===== src/rtl/sec_lock_pkg.sv =====
// Shared types for the secure-lock initiator sequencer: response codes, access levels, FSM states.
package sec_lock_pkg;

  localparam logic [1:0] LVL_NONE  = 2'd0;
  localparam logic [1:0] LVL_RW    = 2'd1;
  localparam logic [1:0] LVL_ADMIN = 2'd2;

  typedef enum logic [2:0] {
    ST_OK          = 3'd0,
    ST_WR_ERR      = 3'd1,
    ST_TIMEOUT     = 3'd2,
    ST_UNLOCK_FAIL = 3'd3,
    ST_LVL_FAIL    = 3'd4,
    ST_RELOCK_FAIL = 3'd5
  } status_e;

  typedef enum logic [3:0] {
    S_IDLE,
    S_AUTH,
    S_AUTH_WAIT,
    S_UNLOCK,
    S_UNLOCK_WAIT,
    S_SET_LVL,
    S_LVL_WAIT,
    S_WRITE,
    S_WRITE_WAIT,
    S_RELOCK,
    S_RELOCK_WAIT,
    S_RESP
  } state_e;

  // Every wait state is entered from a non-wait state, so "not waiting" doubles as the timer reload.
  function automatic logic is_wait_state(state_e s);
    return (s == S_AUTH_WAIT) || (s == S_UNLOCK_WAIT) || (s == S_LVL_WAIT) ||
           (s == S_WRITE_WAIT) || (s == S_RELOCK_WAIT);
  endfunction

endpackage


===== src/rtl/sec_seq_timer.sv =====
// Saturating timeout down-counter: reloads to TIMEOUT_CYC on clear, counts down while enabled,
// and flags expiry at zero (terminal count) without wrapping.
module sec_seq_timer #(
  parameter int TIMEOUT_CYC = 16
) (
  input  logic clk_i,
  input  logic rst_i,
  input  logic clr_i,
  input  logic en_i,
  output logic expired_o
);

  localparam int CW = $clog2(TIMEOUT_CYC + 1);
  localparam logic [CW-1:0] LOAD = CW'(TIMEOUT_CYC);

  logic [CW-1:0] cnt_q, cnt_d;

  always_comb begin
    cnt_d = cnt_q;
    if (clr_i) begin
      cnt_d = LOAD;
    end else if (en_i && (cnt_q != '0)) begin
      cnt_d = cnt_q - 1'b1;
    end
  end

  always_ff @(posedge clk_i) begin
    if (rst_i) begin
      cnt_q <= LOAD;
    end else begin
      cnt_q <= cnt_d;
    end
  end

  assign expired_o = (cnt_q == '0);

endmodule


===== src/rtl/sec_unlock_seq.sv =====
// Host-side sequencer for the secure register lock protocol: key, unlock, level, write, relock.
// Build option: define SEC_SEQ_RETRY_EN to retry failed writes up to MAX_RETRY times.
//
// state        | meaning
// IDLE         | cmd_ready high, waiting for a command
// AUTH         | key_valid pulse with latched key
// AUTH_WAIT    | one settle cycle, then branch on target lock status
// UNLOCK       | lock_req pulse to clear the lock
// UNLOCK_WAIT  | wait for toggle with locked=0
// SET_LVL      | access_lvl_valid pulse with commanded level
// LVL_WAIT     | wait for target level to match
// WRITE        | reg_write_req pulse with data
// WRITE_WAIT   | wait for write_success / error_flag
// RELOCK       | lock_req pulse to re-engage the lock
// RELOCK_WAIT  | wait for toggle with locked=1
// RESP         | rsp_valid pulse with coded status
module sec_unlock_seq
  import sec_lock_pkg::*;
#(
  parameter int REG_WIDTH      = 32,
  parameter int PASSWORD_WIDTH = 32,
  parameter int TIMEOUT_CYC    = 16,
  parameter int MAX_RETRY      = 2
) (
  input  logic                      clk,
  input  logic                      rst,
  input  logic                      cmd_valid,
  output logic                      cmd_ready,
  input  logic [PASSWORD_WIDTH-1:0] cmd_key,
  input  logic [1:0]                cmd_lvl,
  input  logic [REG_WIDTH-1:0]      cmd_data,
  input  logic                      cmd_relock,
  output logic                      rsp_valid,
  output logic [2:0]                rsp_status,
  output logic [PASSWORD_WIDTH-1:0] key_in,
  output logic                      key_valid,
  output logic [1:0]                set_access_lvl,
  output logic                      access_lvl_valid,
  output logic                      lock_req,
  output logic                      reg_write_req,
  output logic [REG_WIDTH-1:0]      reg_write_data,
  input  logic                      locked,
  input  logic [1:0]                access_level,
  input  logic                      write_success,
  input  logic                      error_flag,
  input  logic                      lock_state_update
);

  state_e                    state_q, state_d;
  status_e                   status_d, rsp_status_q;
  logic                      cmd_ready_q, rsp_valid_q;
  logic                      key_valid_q, lock_req_q, access_lvl_valid_q, reg_write_req_q;
  logic [PASSWORD_WIDTH-1:0] key_in_q;
  logic [1:0]                set_access_lvl_q, cmd_lvl_q;
  logic [REG_WIDTH-1:0]      reg_write_data_q, cmd_data_q;
  logic                      cmd_relock_q;
  logic                      accept, in_wait, tmr_expired;
  logic                      retry_inc;

  assign accept  = (state_q == S_IDLE) && cmd_valid && cmd_ready_q;
  assign in_wait = is_wait_state(state_q);

  sec_seq_timer #(
    .TIMEOUT_CYC(TIMEOUT_CYC)
  ) u_timer (
    .clk_i     (clk),
    .rst_i     (rst),
    .clr_i     (!in_wait),
    .en_i      (in_wait),
    .expired_o (tmr_expired)
  );

`ifdef SEC_SEQ_RETRY_EN
  localparam int RCW = (MAX_RETRY > 0) ? $clog2(MAX_RETRY + 1) : 1;
  logic [RCW-1:0] retry_cnt_q;
  logic           retry_ok;
  assign retry_ok = (int'(retry_cnt_q) < MAX_RETRY);
`else
  logic retry_ok;
  logic unused_retry;
  assign retry_ok     = 1'b0;
  assign unused_retry = (MAX_RETRY > 0);
`endif

  always_comb begin
    state_d   = state_q;
    status_d  = ST_OK;
    retry_inc = 1'b0;
    case (state_q)
      S_IDLE: begin
        if (accept) begin
          if (cmd_lvl == LVL_NONE) begin
            state_d  = S_RESP;
            status_d = ST_LVL_FAIL;
          end else begin
            state_d = S_AUTH;
          end
        end
      end
      S_AUTH:      state_d = S_AUTH_WAIT;
      S_AUTH_WAIT: state_d = locked ? S_UNLOCK : S_SET_LVL;
      S_UNLOCK:    state_d = S_UNLOCK_WAIT;
      S_UNLOCK_WAIT: begin
        if (lock_state_update && !locked) begin
          state_d = S_SET_LVL;
        end else if (lock_state_update || tmr_expired) begin
          state_d  = S_RESP;
          status_d = ST_UNLOCK_FAIL;
        end
      end
      S_SET_LVL:   state_d = S_LVL_WAIT;
      S_LVL_WAIT: begin
        if (access_level == cmd_lvl_q) begin
          state_d = S_WRITE;
        end else if (tmr_expired) begin
          state_d  = S_RESP;
          status_d = ST_LVL_FAIL;
        end
      end
      S_WRITE:     state_d = S_WRITE_WAIT;
      S_WRITE_WAIT: begin
        // error_flag is checked first so a simultaneous success is treated as a failure
        if (error_flag) begin
          if (retry_ok) begin
            state_d   = S_AUTH;
            retry_inc = 1'b1;
          end else begin
            state_d  = S_RESP;
            status_d = ST_WR_ERR;
          end
        end else if (write_success) begin
          if (cmd_relock_q) begin
            state_d = S_RELOCK;
          end else begin
            state_d  = S_RESP;
            status_d = ST_OK;
          end
        end else if (tmr_expired) begin
          state_d  = S_RESP;
          status_d = ST_TIMEOUT;
        end
      end
      S_RELOCK:    state_d = S_RELOCK_WAIT;
      S_RELOCK_WAIT: begin
        if (lock_state_update) begin
          state_d  = S_RESP;
          status_d = locked ? ST_OK : ST_RELOCK_FAIL;
        end else if (tmr_expired) begin
          state_d  = S_RESP;
          status_d = ST_RELOCK_FAIL;
        end
      end
      S_RESP:      state_d = S_IDLE;
      default:     state_d = S_IDLE;
    endcase
  end

  // Outputs are decoded from the next state so each strobe is high exactly while its state is.
  always_ff @(posedge clk) begin
    if (rst) begin
      state_q            <= S_IDLE;
      cmd_ready_q        <= 1'b1;
      rsp_valid_q        <= 1'b0;
      rsp_status_q       <= ST_OK;
      key_valid_q        <= 1'b0;
      lock_req_q         <= 1'b0;
      access_lvl_valid_q <= 1'b0;
      reg_write_req_q    <= 1'b0;
      key_in_q           <= '0;
      set_access_lvl_q   <= '0;
      reg_write_data_q   <= '0;
      cmd_lvl_q          <= '0;
      cmd_data_q         <= '0;
      cmd_relock_q       <= 1'b0;
`ifdef SEC_SEQ_RETRY_EN
      retry_cnt_q        <= '0;
`endif
    end else begin
      state_q            <= state_d;
      cmd_ready_q        <= (state_d == S_IDLE);
      rsp_valid_q        <= (state_d == S_RESP);
      key_valid_q        <= (state_d == S_AUTH);
      lock_req_q         <= (state_d == S_UNLOCK) || (state_d == S_RELOCK);
      access_lvl_valid_q <= (state_d == S_SET_LVL);
      reg_write_req_q    <= (state_d == S_WRITE);
      if (accept) begin
        cmd_lvl_q    <= cmd_lvl;
        cmd_data_q   <= cmd_data;
        cmd_relock_q <= cmd_relock;
        if (cmd_lvl != LVL_NONE) begin
          key_in_q <= cmd_key;
        end
      end
      if (state_d == S_SET_LVL) begin
        set_access_lvl_q <= cmd_lvl_q;
      end
      if (state_d == S_WRITE) begin
        reg_write_data_q <= cmd_data_q;
      end
      if (state_d == S_RESP) begin
        rsp_status_q <= status_d;
      end
      if (state_d == S_IDLE) begin
        key_in_q         <= '0;
        set_access_lvl_q <= '0;
        reg_write_data_q <= '0;
      end
`ifdef SEC_SEQ_RETRY_EN
      if (accept) begin
        retry_cnt_q <= '0;
      end else if (retry_inc) begin
        retry_cnt_q <= retry_cnt_q + 1'b1;
      end
`endif
    end
  end

  assign cmd_ready        = cmd_ready_q;
  assign rsp_valid        = rsp_valid_q;
  assign rsp_status       = rsp_status_q;
  assign key_in           = key_in_q;
  assign key_valid        = key_valid_q;
  assign set_access_lvl   = set_access_lvl_q;
  assign access_lvl_valid = access_lvl_valid_q;
  assign lock_req         = lock_req_q;
  assign reg_write_req    = reg_write_req_q;
  assign reg_write_data   = reg_write_data_q;

endmodule


===== config.mk =====
export PLATFORM = sky130hd
export DESIGN_NAME = sec_unlock_seq
export DESIGN_NICKNAME = d
export VERILOG_FILES = /design/src/rtl/sec_lock_pkg.sv /design/src/rtl/sec_seq_timer.sv /design/src/rtl/sec_unlock_seq.sv
export SDC_FILE = /design/constraint.sdc
export NUM_CORES = 1
export LEC_CHECK = 0
export ABC_AREA = 1
export CORE_MARGIN = 2
export CORE_UTILIZATION = 47
export CTS_BUF_LIST = sky130_fd_sc_hd__clkbuf_16
export CTS_CLUSTER_SIZE = 40
export DETAILED_ROUTE_END_ITERATION = 16
export PLACE_DENSITY_LB_ADDON = 0.12
export SYNTH_ARGS = -nofsm -noshare
export SYNTH_HDL_FRONTEND = slang
export SYNTH_SLANG_ARGS = --single-unit

===== constraint.sdc =====
create_clock -name clk -period 2.5 [get_ports clk]
set_clock_uncertainty 0.2 [all_clocks]
set_input_delay 0.25 -clock clk [delete_from_list [all_inputs] [get_ports clk]]
set_output_delay 0.25 -clock clk [all_outputs]
set_load 0.02 [all_outputs]

; Word-level counts from Yosys, hierarchy flattened
; Index checks and enable logic that the tools add are counted.
[word_totals]
wordCells = 79
memories = 0
register_bits = 119
rom_bits = 0
in_bits = 76
mem_bits_rw = 0
latch_bits = 0
[classes]
n_eq_ne = 17
div = 0
shifts = 0
add_sub_neg = 1
n_reduce_logical = 20
order_cmp = 0
n_bitwise = 1
n_mul = 0
muxes = 25
[ops]
columns = op, n
row1 = $pmux 4 s11, 1
row2 = $mux 4, 9
row3 = $eq 4x3->1 const B, 6
row4 = $mux 3, 8
row5 = $eq 4x4->1 const B, 5
row6 = $pmux 3 s5, 1
row7 = $eq 4x2->1 const B, 3
row8 = $mux 2, 6
row9 = $eq 4x1->1 const B, 2
row10 = $logic_not 4->1, 2
row11 = $logic_or 1x1->1, 6
row12 = $logic_not 5->1, 1
row13 = $reduce_bool 5->1, 1
row14 = $sub 5x1->5 const B, 1
row15 = $logic_and 1x1->1, 4
row16 = $reduce_or 2->1, 2
row17 = $eq 2x2->1, 1
row18 = $logic_not 2->1, 1
row19 = $reduce_and 2->1, 1
row20 = $reduce_bool 2->1, 1
row21 = $logic_not 1->1, 1
row22 = $not 1->1, 1

; Logic depth before layout (Yosys ltp)
[depth]
ltp_word = 7
depth_mapped = 17
depth_no_buf = 14

; Modules after synthesis
; A second synthesis with hierarchy kept.
[hier_totals]
hier_cells = 709
area_unflattened_um2 = 5238.8
[modules_own_cells]
columns = mod, cells_each, instances, seq_area_each_um2, area_per_inst_um2
row1 = sec_unlock_seq, 659, 1, 2282.2, 4922.2
row2 = sec_seq_timer, 50, 1, 100.1, 316.6

; Least setup slack after synthesis
; OpenSTA, ideal clock, no wires.
[synth_timing]
path_type = flip-flop to flip-flop
start = register u_timer.cnt_q[0]
end = register reg_write_data_q[31] (netlist: reg_write_data[31])
setup_time_ns = 0.116
slack_ns = 0.425
t_arrival_ns = 1.760
synth_period_minus_slack_ns = 2.075
required_time_ns = 2.184
path_stages_with_launch = 16
path_cell_list = dfxtp_1 inv_1 ha_1 inv_1 nor2_1 nand2_2 buf_6 nand2_1 o21ai_1 nand3_2 nor2_1 nand2_2 nand2_4 buf_8 buf_12 a21oi_2
[synth_via]
elab_chain_len = 7
[synth_rtl]
columns = element, line_no
row1 = start: declaration, sec_seq_timer.sv:16  ; logic [CW-1:0] cnt_q, cnt_d;
row2 = start signal: assignment, sec_seq_timer.sv:31  ; cnt_q <= cnt_d;
row3 = $logic_not 5->1 (*), sec_seq_timer.sv:35  ; assign expired_o = (cnt_q == '0);
row4 = $mux 4 / $logic_or 1x1->1 (equally long branches), -
row5 = "$mux 4, on equally long branches", "sec_unlock_seq.sv:131, sec_unlock_seq.sv:106"
row6 = "$mux 4, on equally long branches", "sec_unlock_seq.sv:123, sec_unlock_seq.sv:104"
row7 = $pmux 4 s11 (*), sec_unlock_seq.sv:89  ; case (state_q)
row8 = $logic_not 4->1, sec_unlock_seq.sv:203  ; if (state_d == S_IDLE) begin
row9 = $reduce_or 2->1 (no line), -
row10 = end signal: assignment, sec_unlock_seq.sv:198  ; reg_write_data_q <= cmd_data_q;
row11 = end: declaration, sec_unlock_seq.sv:55  ; logic [REG_WIDTH-1:0] reg_write_data_q, cmd_data_q;
; Mark *: on every way between the ends. The rest lies on a longest branch, timed or not.
; A chain may end at the register's enable or synchronous reset.

; Worst setup path in the final report
[layout_timing]
start = register u_timer.cnt_q[0]
end = register reg_write_data_q[17] (netlist: reg_write_data[17])
; Same word-level chain as after synthesis.

==> flow_metrics.py <==
metrics = {
    "setup_path": {
        "start_kind": "register",
        "crit_type": "reg -> reg",
        "r2r_cells": 13,
        "worst-endpoint-arrival_ps": 2430,
        "path_max_fanout": 16,
        "max_stage_delay_ps": 370,
        "crit_buf_inv": 3,
        "crit_path_start": "u_timer.cnt_q[0]",
        "crit_family": "simple AND/OR/NAND/NOR gates",
        "slowest_stage": "nand3_2",
        "crit_chain": "inv_1 -> ha_1 -> inv_1 -> nor2_1 -> nand2_2 -> nand2_1 -> nand2_1 -> nand2_1 -> nand3b_1 -> buf_4 -> nand3_2 -> nand2_1 -> a21oi_1",
        "cpMostUsedCell": "nand2_1",
        "cp.depth": 13,
        "crit_end": "reg_write_data[17]",
        "r2r_start": "u_timer.cnt_q[0]",
        "required_ps": 2590,
        "reg2reg_slack_ps": 170,
        "timing.rr.end": "reg_write_data[17]",
        "endpoint_kind": "register",
    },
    "sta": {
        "finalHoldViolCount": 0,
        "whs_ps": 65.8,
        "worst_pin_slew_ps": 517,
        "final-setup-viol-count": 0,
        "min_period_ps": 2330,
        "relSlewSlack_pct": 65.6,
        "fmax_ghz": 0.428,
        "slew_viol_final": 0,
        "period_share_pct": 93.4,
    },
    "pwr": {
        "p_int_w": 0.00493,
        "p_per_area_nw_per_um2": 1110,
        "irDropWorstVdd_mv": 0.602,
        "p_switching_w": 0.00298,
        "pwr-share-comb_pct": 37.7,
        "p_leak_nw": 2.57,
        "swShare_pct": 37.7,
        "pwr-share-clk_pct": 32.5,
        "pwr-share-seq_pct": 29.8,
    },
    "logic_synthesis": {
        "synth_top_cell_area_share_pct": 48.7,
        "ys_async_sr_fraction_pct": 0,
        "synth_edf_count": 0,
        "yosys_warnings": 0,
        "syn_area_um2": 4890,
        "avgSynthCellArea_um2": 8.05,
        "syn_inst": 608,
        "synthDistinctLibCells": 36,
        "synthMostInstantiatedCell": "nand2_1",
        "ys.flop_type": "dfxtp_1",
        "synth_seq_area_share_pct": 48.7,
        "syn-num-nets": 686,
        "ys_top_cells_by_area": "dfxtp_1 (49%), nand2_1 (13%), a21oi_1 (8.3%)",
        "synth_commonest_cells": "nand2_1 (173), dfxtp_1 (119), a21oi_1 (81)",
        "ys_ff_latch": 119,
        "synth_top_area_cell": "dfxtp_1",
    },
    "finish": {
        "post-route-util_pct": 69.8,
        "area_growth_pct": 45.9,
        "drive_gt1_share_pct": 14.0,
        "nNetsFinal": 832,
        "n_antenna_cell": 0,
    },
    "drt": {
        "final_antenna_net_count": 0,
        "wire_per_inst_um": 15.2,
        "drt-initial-drc-count": 248,
        "post-route-drc-count": 0,
        "num_vias": 4715,
        "viasPerCell": 5.22,
        "drt-pass1-iter-count": 5,
        "routed_wl_um": 13800,
    },
    "run": {
        "cap_violations": 0,
    },
    "grt": {
        "grt_max_degree": 48,
        "grt-ovfl-total": 0,
        "grt_pass1_vias": 4631,
        "antenna_found_initial": 0,
        "grt_pass1_wl_um": 22100,
        "grt.total_usage_pct": 24.7,
    },
    "clock_tree": {
        "clockRootBuffer": "clkbuf_16",
        "cts-htree-levels": 4,
        "clk_pin_slew_ps": 60,
        "cts.sinks": 119,
        "postCtsHoldBufs": 0,
        "clk_path_buf_depth": 2,
        "cts_tree": "yes",
        "insertion_delay_ps": 410,
        "cts_made_buffers": 17,
    },
    "worst_hold_path": {
        "hp-class": "in -> reg",
    },
    "run_status": {
        "status": "finished clean",
    },
    "floorplanning": {
        "die_y_um": 106,
        "die_w_um": 106,
        "die_area_um2": 11200,
        "coreArea_um2": 10200,
        "start_util_pct": 47.8,
        "io_pins": 151,
        "rows": 37,
    },
    "placed_design": {
        "hpwl_um": 8810,
        "gp_congestion": 0.849,
        "numPortBuffers": 150,
    },
}
[timing repair]
| item | in CTS | in global routing |
|---|---|---|
| gates resized for setup | 0 | 4 |
| buffers inserted | 0 | 4 |
| endpoints found under the setup margin | 0 | 47 |
| endpoints found under the hold margin | 0 | 0 |
[placed cells by master (no fill, tap or decap), types with 3 or more instances in the layout]
cell type / netlist / routed
nand2_1: 173 / 173
clkdlybuf4s50_1: 0 / 149
dfxtp_1: 119 / 119
a21oi_1: 81 / 81
nand3_1: 41 / 41
nand4_1: 35 / 35
a21oi_2: 31 / 31
inv_1: 24 / 23
clkbuf_16: 0 / 18
nor2_1: 17 / 17
buf_4: 8 / 15
nor2_2: 7 / 7
o21ai_0: 6 / 6
inv_2: 3 / 4
nand2_2: 4 / 4
xnor2_1: 4 / 4
bufinv_16: 0 / 4
inv_6: 0 / 4
nand3_4: 2 / 3
[sequential cells by signal (all words and copies together), names as in the netlist]
signal,flops
rsp_status,3
key_valid,1
cmd_data_q,32
cmd_lvl_q,2
rsp_valid,1
reg_write_data,32
u_timer.cnt_q,5
cmd_relock_q,1
key_in,32
lock_req,1
reg_write_req,1
state_q,4
cmd_ready,1
set_access_lvl,2
access_lvl_valid,1
[stage by stage]
stage	setup TNS, ps	worst slack (ps)	total power (W)	instances	cell area [um2]
after global placement	0	199	0.00507	865	6430
after global routing	-144	-14.9	0.00832	903	7140
after CTS	0	137	0.00772	897	7050
final	0	165	0.00791	903	7140
after floorplan	0	425	0.00440	608	4890
after detailed placement	0	144	0.00513	865	6430
[worst min path at each step]
stage	from	end	slack [ps]	depth (start not counted)
4_1_cts	rst	state_q[1]	50	4
5_1_grt	rst	state_q[1]	80	4
2_1_floorplan	cmd_data[1]	cmd_data_q[1]	190	2
3_5_place_dp	cmd_relock_q	cmd_relock_q	240	2
3_3_place_gp	cmd_relock_q	cmd_relock_q	240	2
6_report	rst	state_q[1]	70	4
[power by group through the flow]
stage          sequential, W  clock, W  combinational [W]
2_1_floorplan        0.00250         0            0.00190
3_3_place_gp         0.00238         0            0.00269
3_5_place_dp         0.00239         0            0.00274
4_1_cts              0.00236   0.00259            0.00277
5_1_grt              0.00239   0.00270            0.00322
6_report             0.00236   0.00257            0.00298
[cell families after synthesis]
family          Yosys count  synth area share (%)
xor+xnor                  4                 0.716
buf+inv                  71                  7.80
flops                   119                  48.7
simple gates            288                  27.0
fa+ha+maj                 2                 0.511
compound gates          124                  15.3
[area by class of cell]
type	instances	area [um2]
Fill cell	832	3090
Sequential cell	119	2380
Multi-Input combinational cell	419	2150
Timing Repair Buffer	170	1710
Clock buffer	17	425
Clock inverter	15	198
Tap cell	136	170
Inverter	27	101
[per-layer routing]
| metal | track usage, % | vias up | routed length (um) |
|---|---|---|---|
| met5 | 0 | - | 0 |
| met4 | 7.89 | 0 | 257 |
| met3 | 8.89 | 20 | 1030 |
| met2 | 40.4 | 177 | 6540 |
| met1 | 30.4 | 2198 | 5930 |
| li1 | - | 2320 | - |
[tightest hold or removal path, cell delays in order]
cell and delay [ps]:
buf_2 90, inv_1 140, nand2_1 110, inv_1 40
No activity file was read; power rests on OpenSTA's default activity.
